[config.mk]
export PLATFORM = sky130hd
export DESIGN_NAME = mac_seq_mmu
export DESIGN_NICKNAME = d
export VERILOG_FILES = /design/src/rtl/mac_seq_mmu.sv
export SDC_FILE = /design/constraint.sdc
export NUM_CORES = 1
export LEC_CHECK = 0
export BUFFER_PORTS_ARGS = -buffer_cell sky130_fd_sc_hd__buf_4
export CAP_MARGIN = 20
export CELL_PAD_IN_SITES_DETAIL_PLACEMENT = 0
export CELL_PAD_IN_SITES_GLOBAL_PLACEMENT = 2
export CORE_MARGIN = 2
export CORE_UTILIZATION = 45
export CTS_CLUSTER_DIAMETER = 100
export DETAILED_ROUTE_END_ITERATION = 12
export PLACE_DENSITY_LB_ADDON = 0.1
export REMOVE_ABC_BUFFERS = 1
export SLEW_MARGIN = 20
export SYNTH_ARGS = -nofsm -noshare
export SYNTH_HDL_FRONTEND = slang
export SYNTH_SLANG_ARGS = --single-unit
[constraint.sdc]
create_clock -name clk_i -period 18.1 [get_ports clk_i]
set_input_delay 1.81 -clock clk_i [delete_from_list [all_inputs] [get_ports clk_i]]
set_output_delay 1.81 -clock clk_i [all_outputs]
set_load 0.05 [all_outputs]
[src/rtl/mac_seq_mmu.sv]
// Sequential NxN matrix unit: loads A and B one packed row per word, computes one result
// element per cycle (add/sub/mul/mac), then streams result rows out under backpressure.
module mac_seq_mmu #(
  parameter int unsigned N  = 3,
  parameter int unsigned DW = 8
) (
  input  logic        clk_i,
  input  logic        rst_i,
  input  logic        start_i,
  input  logic [1:0]  opcode_i,
  input  logic        clear_acc_i,
  input  logic [31:0] in_data_i,
  input  logic        in_valid_i,
  output logic        in_ready_o,
  output logic [31:0] out_data_o,
  output logic        out_valid_o,
  input  logic        out_ready_i,
  output logic        busy_o,
  output logic        done_o
);

  localparam int unsigned CW = (N > 1) ? $clog2(N) : 1;
  // Wide enough for acc + sum of N full products, so truncation is the only wrap.
  localparam int unsigned SW = 2 * DW + $clog2(N + 1) + 1;
  localparam logic [CW-1:0] Last = CW'(N - 1);

  if (N * DW > 32) begin : g_width_check
    $error("mac_seq_mmu: N*DW must not exceed 32");
  end

  if (N * DW < 32) begin : g_unused
    logic unused_upper;
    assign unused_upper = ^in_data_i[31:N*DW];
  end

  typedef enum logic [1:0] {StIdle, StLoad, StCompute, StStore} state_e;
  typedef enum logic [1:0] {OpAdd = 2'b00, OpSub = 2'b01, OpMul = 2'b10, OpMac = 2'b11} op_e;

  state_e          state_q, state_d;
  op_e             op_q;
  logic [CW-1:0]   row_q, col_q;
  logic            load_b_q;
  logic            done_q, done_d;
  logic [DW-1:0]   a_q   [N][N];
  logic [DW-1:0]   b_q   [N][N];
  logic [DW-1:0]   res_q [N][N];
  logic [DW-1:0]   acc_q [N][N];

  logic [DW-1:0]   in_row [N];
  logic [SW-1:0]   mul_sum, elem_full;
  logic [DW-1:0]   elem;
  logic [31:0]     out_row;
  logic            in_xfer, out_xfer;

  assign in_ready_o  = (state_q == StLoad);
  assign out_valid_o = (state_q == StStore);
  assign busy_o      = (state_q != StIdle);
  assign done_o      = done_q;
  assign in_xfer     = in_ready_o && in_valid_i;
  assign out_xfer    = out_valid_o && out_ready_i;

  // Unpack the incoming row word: column 0 sits in the most significant element slot.
  always_comb begin
    for (int c = 0; c < N; c++) begin
      in_row[c] = in_data_i[(N-1-c)*DW +: DW];
    end
  end

  // Result element (row_q, col_q) for the latched opcode, truncated mod 2^DW.
  always_comb begin
    mul_sum = '0;
    for (int k = 0; k < N; k++) begin
      mul_sum = mul_sum + SW'(a_q[row_q][k]) * SW'(b_q[k][col_q]);
    end
    elem_full = '0;
    unique case (op_q)
      OpAdd: elem_full = SW'(a_q[row_q][col_q]) + SW'(b_q[row_q][col_q]);
      OpSub: elem_full = SW'(a_q[row_q][col_q]) - SW'(b_q[row_q][col_q]);
      OpMul: elem_full = mul_sum;
      OpMac: elem_full = SW'(acc_q[row_q][col_q]) + mul_sum;
    endcase
    elem = elem_full[DW-1:0];
  end

  // Pack the current result row; the bus is zero outside STORE.
  always_comb begin
    out_row = '0;
    for (int c = 0; c < N; c++) begin
      out_row[(N-1-c)*DW +: DW] = res_q[row_q][c];
    end
    out_data_o = (state_q == StStore) ? out_row : '0;
  end

  // Next-state and done pulse.
  always_comb begin
    state_d = state_q;
    done_d  = 1'b0;
    unique case (state_q)
      StIdle:    if (start_i) state_d = StLoad;
      StLoad:    if (in_xfer && load_b_q && row_q == Last) state_d = StCompute;
      StCompute: if (row_q == Last && col_q == Last) state_d = StStore;
      StStore: begin
        if (out_xfer && row_q == Last) begin
          state_d = StIdle;
          done_d  = 1'b1;
        end
      end
    endcase
  end

  // State register.
  always_ff @(posedge clk_i or posedge rst_i) begin
    if (rst_i) state_q <= StIdle;
    else       state_q <= state_d;
  end

  // Datapath: operand loading, element computation, accumulator and row/column counters.
  // row_q is shared by the load, compute and store phases; each phase leaves it at 0.
  always_ff @(posedge clk_i or posedge rst_i) begin
    if (rst_i) begin
      op_q     <= OpAdd;
      row_q    <= '0;
      col_q    <= '0;
      load_b_q <= 1'b0;
      done_q   <= 1'b0;
      for (int i = 0; i < N; i++) begin
        for (int j = 0; j < N; j++) begin
          a_q[i][j]   <= '0;
          b_q[i][j]   <= '0;
          res_q[i][j] <= '0;
          acc_q[i][j] <= '0;
        end
      end
    end else begin
      done_q <= done_d;
      unique case (state_q)
        StIdle: begin
          if (clear_acc_i) begin
            for (int i = 0; i < N; i++) begin
              for (int j = 0; j < N; j++) acc_q[i][j] <= '0;
            end
          end
          if (start_i) op_q <= op_e'(opcode_i);
        end
        StLoad: begin
          if (in_xfer) begin
            for (int c = 0; c < N; c++) begin
              if (load_b_q) b_q[row_q][c] <= in_row[c];
              else          a_q[row_q][c] <= in_row[c];
            end
            if (row_q == Last) begin
              row_q    <= '0;
              load_b_q <= ~load_b_q;
            end else begin
              row_q <= row_q + CW'(1);
            end
          end
        end
        StCompute: begin
          res_q[row_q][col_q] <= elem;
          if (op_q == OpMac) acc_q[row_q][col_q] <= elem;
          if (col_q == Last) begin
            col_q <= '0;
            row_q <= (row_q == Last) ? '0 : row_q + CW'(1);
          end else begin
            col_q <= col_q + CW'(1);
          end
        end
        StStore: begin
          if (out_xfer) row_q <= (row_q == Last) ? '0 : row_q + CW'(1);
        end
      endcase
    end
  end

endmodule

Word level (Yosys, flattened, before mapping)

Cells that the tools add are included.
Widths: inputs -> output; s select.

Multiplexer cells: 80
Add/subtract/negate cells: 7
Reductions and logical operators: 19
Equality and inequality tests: 17
Bitwise operators: 3
Shift operators: 0
$mul: 3
$lt $le $gt $ge: 4
Divide/modulo/power cells: 0

Operator list:

| operator           | number |
|---|---|
| $mux 72            | 16 |
| $bwmux 72          | 8 |
| $mux 24            | 11 |
| $bmux 24 s2        | 4 |
| $demux 24 s2       | 4 |
| $pmux 72 s2        | 1 |
| $mux 8             | 14 |
| $bmux 8 s2         | 6 |
| $add 8x8->8        | 4 |
| $pmux 8 s4         | 1 |
| $mul 8x8->8        | 3 |
| $mux 2             | 9 |
| $demux 8 s2        | 1 |
| $mux 16            | 1 |
| $eq 2x2->1 const B | 6 |
| $ne 2x2->1 const B | 5 |
| $logic_and 1x1->1  | 8 |
| $ne 2x1->1 const B | 4 |
| $pmux 2 s4         | 1 |
| $reduce_and 4->1   | 2 |
| $sub 8x8->8        | 1 |
| $ge 3x3->1 const B | 2 |
| $lt 3x1->1 const B | 2 |
| $not 2->3          | 2 |
| other kinds (10)   | 17 |

Memories kept: 0
Memory bits (writable): 0
Memory bits (read-only): 0
Input port bits: 40
Output and inout bits: 36
Word-level logic and storage cells: 175
Register bits after elaboration: 298
Bits in latches: 0

Depth between registers and ports, before layout

Depth after elaboration: 15
Mapped depth: 30
Depth with buffers taken out: 26

Worst setup path after synthesis

Ideal clock, no wire load.

Path kind: register to register
Start: reg row_q[1]
End: reg res_q[63] (netlist bit)
Buffers on the path: 6
Arrival: 7.403 ns
Setup slack: 10.620 ns
Clock period less this slack: 7.480 ns
Stages on the path, launching flop included: 31
Cells stage by stage: dfrtp_1 -> nor2b_1 -> buf_2 -> buf_2 -> buf_2 -> buf_1 -> buf_1 -> a21oi_1 -> nor2_1 -> ha_1 -> inv_1 -> fa_1 -> fa_1 -> inv_1 -> fa_1 -> fa_1 -> fa_1 -> inv_1 -> fa_1 -> inv_1 -> ha_1 -> a21o_1 -> a21oi_1 -> xor2_1 -> xnor2_1 -> xnor3_1 -> xnor3_1 -> o32a_1 -> o211a_4 -> buf_6 -> o21ai_2

Longest elaborated chain between the ends: 10
Elaborated cells between the ends (all ways): 34

Ends and longest elaborated chain:

| item                                                    | line | text |
|---|---|---|
| from (decl)                                             | 41   | `logic [CW-1:0] row_q, col_q;` |
| from (signal assigned)                                  | 155  | `row_q <= row_q + CW'(1);` |
| from (signal assigned)                                  | 164  | `row_q <= (row_q == Last) ? '0 : row_q + CW'(1);` |
| from (signal assigned)                                  | 170  | `if (out_xfer) row_q <= (row_q == Last) ? '0 : row_q + CW'(1);` |
| $not 2->3 (implied by the code) (*)                     | -    |  |
| $bmux 24 s2 (on tied branches)                          | -    |  |
| $mux 24 (on tied branches) (2 in series)                | -    |  |
| $mul 8x8->8, or another cell as far along               | 73   | `mul_sum = mul_sum + SW'(a_q[row_q][k]) * SW'(b_q[k][col_q]);` |
| $add 8x8->8, or another cell as far along (2 in series) | 73   |  |
| $add 8x8->8, or another cell as far along               | 80   | `OpMac: elem_full = SW'(acc_q[row_q][col_q]) + mul_sum;` |
| $pmux 8 s4                                              | 76   | `unique case (op_q)` |
| $bwmux 72 (*)                                           | 160  | `res_q[row_q][col_q] <= elem;` |
| to (signal, indexed assignment)                         | 160  |  |
| to (decl)                                               | 46   | `logic [DW-1:0] res_q [N][N];` |

Mark *: on every way between the ends. The rest lies on a longest branch, timed or not. The select of a mux whose other input is x is not followed.
A chain may end at the register's enable or synchronous reset.

Final worst setup path

Start: reg col_q[0]
End: reg res_q[23] (netlist bit)

Longest elaborated chain between the ends: 10
Elaborated cells between the ends (all ways): 36

Ends and longest elaborated chain:

| item                                       | line | text |
|---|---|---|
| from (decl)                                | 41   |  |
| from (signal assigned)                     | 166  | `col_q <= col_q + CW'(1);` |
| $not 2->3 (implied by the code) (*)        | -    |  |
| $bmux 8 s2                                 | 73   |  |
| $mux 8 (implied by the code) (2 in series) | 73   |  |
| $mul 8x8->8                                | 73   |  |
| $add 8x8->8 (2 in series)                  | 73   |  |
| $add 8x8->8                                | 80   |  |
| $pmux 8 s4                                 | 76   |  |
| $bwmux 72 (*)                              | 160  |  |

Marked as above.

==> impl_metrics.toml <==
[yosys]
synth_ff_type = "dfrtp_1"
ys_seq_elements = 298
syn_area_um2 = 17800
yosysUniqueCellTypes = 62
netlist_instances = 1717
seq_area_frac_synth = 0.419
synth_edf_count = 0
async_reset_ff_frac = 1.00
ys.warnings.count = 0
synth_area_per_cell_um2 = 10.4

[floorplan]
fp.dieW_um = 203
num_io_pins = 76
die_y_um = 203
initial_utilization = 0.458
fp-row-count = 72
core-area_um2 = 38800
dieArea_um2 = 41100

[global_route]
grt.overflow.total = 0
antenna_found_initial = 0
grt_pass1_vias = 13201
grt_pass1_wl_mm = 78.8
grt_usage = 0.252
grt_max_degree = 179

[cts]
hold_buffers = 0
cts_tree = "done"
htreeDepth = 2
cts.sinks = 298
post_cts_buffers = 0
numCtsBuffers = 37
cts-resized-gates = 0
clkTransAtPathRegs_ns = 0.06
clock_latency_ns = 0.55
clk_path_buf_depth = 3
root_buffer = "clkbuf_16"

[timing]
post-route-min-period_ns = 9.23
hold_violations = 0
clock.fmax_mhz = 108
slew_headroom = 0.237
clock_skew_ns = 0.0168
min_period_over_period = 0.510
slew_violations = 0
rsz0062_at_grt = "no"
setup_violations = 0
finalSetupTns_ns = 0
tightest_slew_ns = 1.15

[drt]
drt_drc_violations_left = 0
postRouteAntennaNets = 0
drt_iter0_drc = 811
dr.pass1.iters = 6
num_vias = 12692
via_per_inst = 5.53
routedWlPerCell_um = 21.6
totalWireLength_mm = 49.6

[final_layout]
areaGrowthSynthToFinish_pct = 11.9
finalNetCount = 1916
antennaDiodeCount = 0
drive_above_1_share = 0.204

[critical_path]
start_kind = "flip-flop"
crit_path_max_fanout = 41
path_class = "reg -> reg"
end_kind = "flip-flop"
worstPathRequired_ns = 18.49
crit_arrival_ns = 9.61

[place]
place.gp.congestion = 0.840
dp_hpwl_mm = 33.1
port_buffers = 59

[hold_path]
hold_path_class = "reg -> reg"

[run_status]
status = "finished clean"

[job]
maxCapViolCount = 0
-- stage by stage --
stage | utilization | std cells | hold WS (ns) | worst slack [ns] | area [um2]
after global placement | 0.481 | 2230 | 0.454 | 8.95 | 18700
after detailed placement | 0.481 | 2230 | 0.462 | 8.91 | 18700
final | 0.513 | 2295 | 0.469 | 8.87 | 19900
after CTS | 0.512 | 2294 | 0.475 | 8.87 | 19900
after floorplan | - | 1623 | 0.443 | 6.30 | 17300
after global routing | 0.513 | 2295 | 0.498 | 8.51 | 19900
-- worst max-delay path, stage by stage, from the launching register on --
cell and delay [ns]:
dfrtp_2 0.53, buf_4 0.54, nor2b_2 0.24, buf_4 0.38, o2bb2ai_1 0.49, nand2_1 0.20, fa_1 0.54, fa_1 0.54
fa_1 0.54, inv_1 0.05, fa_1 0.47, fa_1 0.50, fa_1 0.52, inv_1 0.05, fa_1 0.47, inv_1 0.04
ha_1 0.31, a21o_1 0.19, a21oi_1 0.29, xor2_1 0.14, xnor2_1 0.36, xnor3_1 0.31, xnor3_1 0.43, a31oi_1 0.26
o211a_4 0.44, o21ai_0 0.17
-- path summary, 6_finish.rpt --
check | to | from | slack (ns) | cells after the start
hold / removal | acc_q[71] | acc_q[71] | 0.47 | 2
setup reg to reg | res_q[23] | col_q[0] | 8.87 | 25
max in group asynchronous | b_q[61] | rst_i | 15.20 | 4
hold reg to reg | acc_q[71] | acc_q[71] | 0.47 | 2
min in group asynchronous | res_q[29] | rst_i | 1.41 | 2
setup / recovery | res_q[23] | col_q[0] | 8.87 | 25
-- cells in the final DEF (no fill, tap or decap), types with 4 or more instances in the layout --
master,synthesis,routed
a31oi_1,6,6
mux2i_1,95,95
o32ai_1,7,7
buf_4,11,88
xnor2_1,39,39
o21ai_0,101,101
xor2_1,15,15
conb_1,1,8
a21o_1,6,6
nand3_1,11,11
xnor3_1,5,5
clkbuf_8,0,4
and2_1,25,25
fa_1,54,54
nand2b_1,11,11
a21oi_1,64,64
nor2_1,132,129
a221oi_1,15,15
o21ai_2,11,11
clkbuf_1,63,6
clkbuf_16,0,37
ha_1,70,70
nor3_1,13,10
nand2_1,237,237
o2bb2ai_1,26,26
a22oi_1,4,4
a22o_1,10,10
mux2_2,175,175
inv_1,90,89
o22ai_1,9,9
a211oi_1,4,4
or2_2,5,5
clkinv_2,0,9
nor2b_1,10,9
dfrtp_1,298,294
o31ai_1,25,25
-- layout make-up --
| cell class | instances | area (um2) |
|---|---|---|
| Clock buffer | 47 | 1000 |
| Clock inverter | 17 | 189 |
| Fill cell | 3622 | 18900 |
| Inverter | 92 | 353 |
| Multi-Input combinational cell | 1233 | 9540 |
| Sequential cell | 298 | 7460 |
| Tap cell | 518 | 648 |
| Timing Repair Buffer | 90 | 708 |
-- sequential cells by signal (all words and copies together) (netlist names), 2 cells and up --
signal and cells:
row_q 2, b_q 72, res_q 72, state_q 2, op_q 2, col_q 2
acc_q 72, a_q 72
-- metal layers --
| metal | wire (um) | up-vias | GRT usage |
|---|---|---|---|
| met5 | 0 | - | 0 |
| met4 | 1160 | 0 | 0.0722 |
| met3 | 2370 | 65 | 0.0374 |
| met2 | 21300 | 266 | 0.372 |
| met1 | 24800 | 6397 | 0.383 |
| li1 | - | 5964 | - |
-- logic make-up (layout without fill, tap and decap cells) --
family	count (synthesis)	count (layout)	share of synthesized area
simple gates	453	453	0.106
compound gates	317	317	0.118
flops	298	298	0.419
mux	271	271	0.165
buf+inv	193	246	0.0475
fa+ha+maj	124	124	0.110
xor+xnor	60	60	0.0338
other cells	1	8	0.000211
-- cells in the mapped netlist (all sizes together) (15+ instances only) --
cell     count  area (um2)
a21oi       65         329
a221oi      15         131
and2        26         163
buf         38         263
clkbuf      63         236
dfrtp      298        7460
fa          54        1080
ha          70         876
inv         90         338
mux2       176        1980
mux2i       95         951
nand2      237         890
nor2       132         495
o21ai      114         612
o2bb2ai     28         258
o31ai       27         213
xnor2       40         358
xor2        15         131
Power is left out: the tool's default activity adds up to more than one toggle a clock period on the data nets, which glitch-free logic cannot reach.
